**src/rtl/digit_serial_multiplier.sv**
```systemverilog
// Digit-serial WIDTH x WIDTH unsigned multiplier feeding an external 4x4 combinational core.
// Optional zero-operand bypass: define DIGIT_SERIAL_ZERO_SKIP_EN.
module digit_serial_multiplier #(
    parameter int WIDTH = 16
) (
    input  logic                 clk_in,
    input  logic                 rst_in,
    input  logic [WIDTH-1:0]     a_in,
    input  logic [WIDTH-1:0]     b_in,
    input  logic                 valid_in,
    output logic                 ready_out,
    output logic [3:0]           mult_a_out,
    output logic [3:0]           mult_b_out,
    input  logic [7:0]           mult_product_in,
    output logic [2*WIDTH-1:0]   product_out,
    output logic                 valid_out,
    input  logic                 ready_in
);

    localparam int D  = WIDTH / 4;
    localparam int IW = (D > 1) ? $clog2(D) : 1;
    localparam logic [IW-1:0] LAST = IW'(D - 1);

    typedef enum logic [1:0] {
        IDLE = 2'd0,
        MUL  = 2'd1,
        DONE = 2'd2
    } state_t;

    state_t               state;
    state_t               state_next;
    logic [WIDTH-1:0]     a_reg;
    logic [WIDTH-1:0]     b_reg;
    logic [2*WIDTH-1:0]   acc;
    logic [2*WIDTH-1:0]   pp_wide;
    logic [2*WIDTH-1:0]   pp_shifted;
    logic [2*WIDTH-1:0]   acc_sum;
    logic [IW-1:0]        i_idx;
    logic [IW-1:0]        j_idx;
    logic [IW:0]          digit_sum;
    logic                 accept;
    logic                 last_pair;

`ifdef DIGIT_SERIAL_ZERO_SKIP_EN
    logic                 zero_op;
    assign zero_op = (a_in == {WIDTH{1'b0}}) || (b_in == {WIDTH{1'b0}});
`endif

    assign accept    = valid_in & ready_out;
    assign last_pair = (i_idx == LAST) && (j_idx == LAST);

    // Partial product weighted by digit position 4*(i+j), added to the running sum
    always_comb begin
        pp_wide       = {(2*WIDTH){1'b0}};
        pp_wide[7:0]  = mult_product_in;
        digit_sum     = {1'b0, i_idx} + {1'b0, j_idx};
        pp_shifted    = pp_wide << {digit_sum, 2'b00};
        acc_sum       = acc + pp_shifted;
    end

    // State register
    always_ff @(posedge clk_in) begin
        if (!rst_in) begin
            state <= IDLE;
        end else begin
            state <= state_next;
        end
    end

    // Next-state logic
    always_comb begin
        state_next = IDLE;
        case (state)
            IDLE: begin
                if (accept) begin
`ifdef DIGIT_SERIAL_ZERO_SKIP_EN
                    if (zero_op) begin
                        state_next = DONE;
                    end else begin
                        state_next = MUL;
                    end
`else
                    state_next = MUL;
`endif
                end else begin
                    state_next = IDLE;
                end
            end
            MUL: begin
                if (last_pair) begin
                    state_next = DONE;
                end else begin
                    state_next = MUL;
                end
            end
            DONE: begin
                if (valid_out & ready_in) begin
                    state_next = IDLE;
                end else begin
                    state_next = DONE;
                end
            end
            default: state_next = IDLE;
        endcase
    end

    // State-decoded outputs; digits reach the core only while multiplying
    always_comb begin
        ready_out  = 1'b0;
        mult_a_out = 4'd0;
        mult_b_out = 4'd0;
        case (state)
            IDLE: ready_out = 1'b1;
            MUL: begin
                mult_a_out = a_reg[{i_idx, 2'b00} +: 4];
                mult_b_out = b_reg[{j_idx, 2'b00} +: 4];
            end
            DONE:    ready_out = 1'b0;
            default: ready_out = 1'b0;
        endcase
    end

    // Operand latch, digit indices, accumulator and registered result
    always_ff @(posedge clk_in) begin
        if (!rst_in) begin
            a_reg       <= {WIDTH{1'b0}};
            b_reg       <= {WIDTH{1'b0}};
            acc         <= {(2*WIDTH){1'b0}};
            i_idx       <= {IW{1'b0}};
            j_idx       <= {IW{1'b0}};
            product_out <= {(2*WIDTH){1'b0}};
            valid_out   <= 1'b0;
        end else begin
            case (state)
                IDLE: begin
                    if (accept) begin
                        a_reg <= a_in;
                        b_reg <= b_in;
                        acc   <= {(2*WIDTH){1'b0}};
                        i_idx <= {IW{1'b0}};
                        j_idx <= {IW{1'b0}};
`ifdef DIGIT_SERIAL_ZERO_SKIP_EN
                        if (zero_op) begin
                            product_out <= {(2*WIDTH){1'b0}};
                            valid_out   <= 1'b1;
                        end
`endif
                    end
                end
                MUL: begin
                    acc <= acc_sum;
                    if (last_pair) begin
                        product_out <= acc_sum;
                        valid_out   <= 1'b1;
                    end else if (j_idx == LAST) begin
                        j_idx <= {IW{1'b0}};
                        i_idx <= i_idx + IW'(1);
                    end else begin
                        j_idx <= j_idx + IW'(1);
                    end
                end
                DONE: begin
                    if (valid_out & ready_in) begin
                        valid_out <= 1'b0;
                    end
                end
                default: begin
                    valid_out <= 1'b0;
                end
            endcase
        end
    end

endmodule

```
**config.mk**
```make
export PLATFORM = sky130hd
export DESIGN_NAME = digit_serial_multiplier
export DESIGN_NICKNAME = d
export VERILOG_FILES = /design/src/rtl/digit_serial_multiplier.sv
export SDC_FILE = /design/constraint.sdc
export NUM_CORES = 1
export LEC_CHECK = 0
export BUFFER_PORTS_ARGS = -buffer_cell sky130_fd_sc_hd__buf_4
export CORE_ASPECT_RATIO = 1.75
export CORE_MARGIN = 2
export CORE_UTILIZATION = 55
export CTS_CLUSTER_SIZE = 8
export DETAILED_ROUTE_END_ITERATION = 8
export GPL_TIMING_DRIVEN = 0
export HOLD_SLACK_MARGIN = 0.1
export PLACE_DENSITY = 0.73
export SLEW_MARGIN = 20
export SYNTH_ARGS = -nofsm -noshare
export SYNTH_HDL_FRONTEND = slang
export SYNTH_SLANG_ARGS = --single-unit
export TNS_END_PERCENT = 30
```
**constraint.sdc**
```tcl
create_clock -name clk_in -period 4.59 [get_ports clk_in]
set_clock_uncertainty 0.1 [all_clocks]
set_input_delay 0.459 -clock clk_in [delete_from_list [all_inputs] [get_ports clk_in]]
set_output_delay 0.459 -clock clk_in [all_outputs]
set_load 0.03 [all_outputs]
```
==> reports/metrics.cfg, run 1 <==
[synthesis]
async_flop_share=0
synth_cells=741
yosysTopAreaCell=dfxtp_1
avgSynthCellArea_sq_um=7.96
synth.area.top_cells=dfxtp_1 (35%), nand2_1 (10%), ha_1 (7.2%)
synthAdderAreaFrac=0.0789
synth_xor_area_frac=0.0401
synth_edf_count=0
ys_warn_count=0
syn_area_sq_um=5900
synth_top_family_by_area=compound AO/OA/AOI/OAI gates
synth-simple-area-share=0.216
synth_seq_cells=103
synth_nets=821
ys.flop_type=dfxtp_1
synth_top_area_frac=0.349
synthDistinctLibCells=52
synthMuxAreaShare=0.0407
ys_seq_area_frac=0.349
synth-compound-area-share=0.237

[routing]
drt_wl_total_um=17600
drc_errors=0
vias=5793
avgRoutedWirePerCell_um=18.1
drt.antenna.violating_nets=0
drt-initial-drc-count=306
first_pass_iters=5
routed_via_density=5.97

[power_and_ir_drop]
p_leak_uw=0.00287
vdd_drop_max_uv=331
power_uw=1970
powerDensity_nw_per_um2=281

[sta]
period_share=0.943
rsz0062_at_grt=no
setup_viol=0
fmax_ghz=0.231
drv_slew=0
final_hold_viol_count=0
timing.hold.ws_ns=0.244
worst_pin_slew_ns=0.650
fin_crit_ns=4.33
maxSlewHeadroom=0.567

[status]
outcome=completed

[floorplan]
row_count=50
ioPinCount=86
die_w_um=82.3
die-area_sq_um=11600
core-area_sq_um=10600
start_util=0.558
die_h_um=141

[finish]
drive_above_1_share=0.144
diodes=0
largest_registers=acc: 32 flops, product_out: 32 flops
layout.cells.most_common=nand2_1
syn_to_final_growth_pct=18.9
final_cell_mix=nand2_1 (158), dfxtp_1 (101), buf_4 (85), a21oi_1 (67), clkbuf_1 (43)
nets=916

[clock_tree]
hold_buffers=0
cts_buffer_depth=2
cts_tree=built
htree_levels=3
cts_buffers=9
clockRootBuffer=clkbuf_16
cts_sinks=103
clk_pin_slew_ns=0.08
clk-insertion-delay-late_ns=0.36

[critical_path]
crit_path_end_kind=flip-flop
crit_fanout=10
cp.arrival_ns=4.47
crit_top_cell=o211ai_1
crit_family=compound AO/OA/AOI/OAI gates
crit_required_ns=4.73
cp_slowest_stage_delay_ns=0.57
slowest_stage=fa_2
crit_path_start_kind=flip-flop
path_buf_inv=1
cp_cell_sequence=inv_1 > fa_2 > and2_1 > a22oi_1 > nor2b_1 > ha_1 > nand2_1 > o21ai_0 > nand2b_1 > a2111oi_4 > o211ai_1 > o211ai_1 > a21oi_1 > a311o_1
critical_path_class=reg -> reg

[global_routing]
grt_pass1_wl_um=27700
antenna_found_initial=0
grt.total_usage=0.313
grt_max_degree=20
grt_pass1_vias=5818
grt_overflow_total=0

[job]
cap_viol_max_count=0

[placed_design]
place_congestion=0.939
dp_hpwl_um=13600
portBuffers=84

[min_path]
worstHoldPathType=in -> reg

metrics by stage:
step                      cells  utilization  worst slack [ns]  TNS (ns)  area [sq um]
final                       971        0.664             0.263         0          7020
after global routing        971        0.664            0.0447         0          7020
after CTS                   970        0.662            0.0614         0          7000
after detailed placement    955        0.633            -0.185    -0.620          6700
after global placement      955        0.633            -0.146    -0.402          6700
after floorplan             741            -             0.688         0          5900
layout make-up:
type	count	area (sq um)
multi-input combinational	580	3650
fill	947	3560
sequential	103	2060
timing repair buffer	85	638
clock buffer	9	225
buffer	45	170
tap	130	163
clock inverter	7	63.8
inverter	12	45.0
worst paths after layout:
kind,startpoint,endpoint,slack (ns),cells after the start
min reg2reg,b_reg[2],b_reg[2],0.36,2
max reg2reg,i_idx[1],product_out[29],0.26,14
min,b_in[10],b_reg[10],0.24,3
max,i_idx[1],product_out[29],0.26,14
routing by layer:
layer  vias to the layer above  global-route usage  wire length (um)
li1                       2806                   -                 -
met2                       202               0.569              9320
met3                        64              0.0480               834
met1                      2721               0.319              6390
met5                         -                   0                 0
met4                         0               0.194              1020
logic make-up after synthesis:
kind of cell | Yosys count
DFF | 103
AOI/OAI and AO/OA | 213
muxes | 14
buffers and inverters | 58
and+or+nand+nor | 290
xor gates and xnor gates | 27
adders and majority gates | 36
Yosys cell counts, types with 3 or more instances:
cell type and instances:
a211oi_1 3, a21boi_0 29, a21o_1 18, a21oi_1 67, a22o_1 13, a22oi_1 4, a31oi_1 7, and2_1 16
and3_1 3, clkbuf_1 44, dfxtp_1 103, ha_1 34, inv_1 12, mux2i_1 6, mux4_2 8, nand2_1 158
nand2b_1 4, nand3_1 26, nand4_1 7, nor2_1 42, nor2b_1 10, nor3_1 11, nor3b_1 4, o211ai_1 6
o21a_1 4, o21ai_0 33, o21bai_1 3, o221ai_1 3, o31ai_1 5, or3_1 5, xnor2_1 18, xor2_1 9
worst register-to-register path, delay by kind of cell (launching register included):
| kind | cells | cell delay [ns] |
|---|---|---|
| DFF | 1 | 0.44 |
| AOI/OAI and AO/OA | 7 | 2.01 |
| adders and majority gates | 2 | 0.96 |
| buffers and inverters | 1 | 0.11 |
| and+or+nand+nor | 4 | 0.61 |
power by group:
| group | internal, uW | total (uW) | switching, uW |
|---|---|---|---|
| clock network | 380 | 770 | 390 |
| registers | 919 | 935 | 16.3 |
| logic | 106 | 267 | 162 |
timing repair:
action	4_1_cts	5_1_grt
pin swaps	0	2
setup endpoints to repair	8	17
buffers inserted	0	1
gates resized for setup	3	3
No activity file was read; power rests on OpenSTA's default activity.
==> run 2: changes to the inputs <==
==> constraint.sdc (replaced) <==
create_clock -name clk_in -period 4.8 [get_ports clk_in]
set_clock_uncertainty 0.1 [all_clocks]
set_input_delay 0.48 -clock clk_in [delete_from_list [all_inputs] [get_ports clk_in]]
set_output_delay 0.48 -clock clk_in [all_outputs]
set_load 0.03 [all_outputs]
==> run 2 against run 1 <==
  * Sequential share of layout area about the same
  * Global-route usage shrank 0.052 points
  * Via count about the same
  * Power fell by 4.2%
  * Clock power fell by 3.6%
  * Design area is 0.25% lower
  * Worst setup slack worse by 0.068 ns
  * Largest cell class unchanged
==> reports/metrics.cfg, run 2 (synthesis results as in run 1) <==
[sta]
rsz0062_at_grt=no
final_hold_viol_count=0  ; unchanged
worst_pin_slew_ns=0.646  ; -0.00400 ns
setup_viol=0  ; unchanged
period_share=0.959  ; +0.0166
drv_slew=0  ; unchanged
maxSlewHeadroom=0.569  ; +0.00267
timing.hold.ws_ns=0.260  ; +0.0166 ns
fin_crit_ns=4.60  ; +0.278 ns
fmax_ghz=0.217  ; -6.0%
fin_tns_setup_ns=0  ; unchanged

[clock_tree]
cts_tree=built
clk-insertion-delay-late_ns=0.36  ; about the same
cts_setup_buffers=0  ; unchanged
cts.repair.resized=0  ; -3
clockRootBuffer=clkbuf_16
cts_buffers=9  ; unchanged
cts_sinks=103  ; unchanged
cts_buffer_depth=2  ; unchanged
clk_pin_slew_ns=0.08  ; about the same
htree_levels=3  ; unchanged
hold_buffers=0  ; unchanged

[critical_path]
cp_slowest_stage_delay_ns=0.64  ; +0.07 ns
path_buf_inv=1  ; unchanged
cp_cell_sequence=inv_1 > fa_1 > and2_1 > a22oi_1 > nor2b_1 > ha_1 > nand2_1 > o21ai_0 > nand2b_1 > a2111oi_4 > o211ai_1 > o211ai_1 > a21oi_1 > a311o_1
crit_family=compound AO/OA/AOI/OAI gates
cp.arrival_ns=4.75  ; +0.28 ns
crit_path_end_kind=flip-flop
crit_required_ns=4.95  ; +0.22 ns
worstReg2RegStart=i_idx[1]
cp-startpoint=i_idx[1]
critical_path_class=reg -> reg
crit_fanout=10  ; unchanged
slowest_stage=fa_1
crit_top_cell=o211ai_1
crit_path_start_kind=flip-flop

[power_and_ir_drop]
p_leak_uw=0.00286  ; -0.32%
powerDensity_nw_per_um2=270  ; -3.9%
vdd_drop_max_uv=318  ; -4.0%

[finish]
layout.cells.most_common=nand2_1
final_cell_mix=nand2_1 (158), dfxtp_1 (103), buf_4 (84), a21oi_1 (67), clkbuf_1 (43)
nets=915  ; -0.11%
drive_above_1_share=0.138  ; -0.00578
nFillCells=951  ; +0.42%
diodes=0  ; unchanged
syn_to_final_growth_pct=18.6
largest_registers=acc: 32 flops, product_out: 32 flops

[global_routing]
grtUsageMet2=0.566  ; -0.00297
use_met1=0.320  ; +0.000813
grt_pass1_wl_um=27600  ; -0.13%
grt_overflow_total=0  ; unchanged
grt_max_degree=20  ; unchanged
use_met3=0.0480  ; unchanged
grt.total_usage=0.313  ; -0.000518
antenna_found_initial=0  ; unchanged
grt_pass1_vias=5797  ; -0.36%
grt-busiest-layer=met2

[routing]
avgRoutedWirePerCell_um=18.1  ; -0.14%
vias=5794  ; +0.017%
drc_errors=0  ; unchanged
drt.antenna.violating_nets=0  ; unchanged
first_pass_iters=5  ; unchanged
drt_wl_total_um=17500  ; -0.24%
routed_via_density=5.97  ; +0.12%
drt-initial-drc-count=347  ; +13%

[floorplan]
row_count=50  ; unchanged
die_h_um=141  ; unchanged
ioPinCount=86  ; unchanged
core-area_sq_um=10600  ; unchanged
die_w_um=82.3  ; unchanged
die-area_sq_um=11600  ; unchanged
start_util=0.558  ; unchanged

[status]
outcome=completed

[placed_design]
portBuffers=84  ; unchanged
dp_hpwl_um=13600  ; unchanged
place_congestion=0.939  ; unchanged

[min_path]
hold_start=b_in[8]
worstHoldPathType=in -> reg

[job]
cap_viol_max_count=0  ; unchanged

-- run 2: cell count changes in the layout (fill, tap and decap cells not counted), sizes merged --
cell,change
buf,-1
-- run 2: routing by layer --
metal  up-vias  part of all wire
met4         0             0.063
li1       2803                 -
met1      2715              0.36
met5         -                 0
met2       204              0.52
met3        72             0.048
-- run 2: metrics by stage --
step	util	total power, uW	cells	area, sq um	setup slack (ns)
finish	0.662	1890	970	7000	0.196
global route	0.662	1940	970	7000	0.0113
CTS	0.661	1890	971	6980	0.0220
detailed placement	0.633	1160	955	6700	0.0254
global placement	0.633	1160	955	6700	0.0643
floorplan	-	1070	741	5900	0.898
-- run 2: final cells by class --
cell class / instances / area (sq um) / area share
multi-input combinational: 580 / 3640 / 0.520
tap: 130 / 163 / 0.0232
inverter: 12 / 45.0 / 0.00644
clock inverter: 7 / 63.8 / 0.00912
timing repair buffer: 84 / 631 / 0.0901
sequential: 103 / 2060 / 0.295
buffer: 45 / 170 / 0.0243
clock buffer: 9 / 225 / 0.0322
-- run 2: path summary, 6_finish.rpt --
kind	endpoint	slack, ns	depth (start not counted)
worst max-delay path	product_out[29]	0.20	14
worst max register to register	product_out[29]	0.20	14
worst min-delay path	b_reg[8]	0.26	3
worst min register to register	b_reg[8]	0.36	2
-- run 2: power breakdown --
part | internal, uW | switching, uW
sequential | 878 | 15.5
combinational | 101 | 154
clock | 364 | 378
-- run 2: worst min-delay path, stage by stage --
cell and delay [ns]:
buf_4 0.11, nand2_1 0.05, a21oi_1 0.05
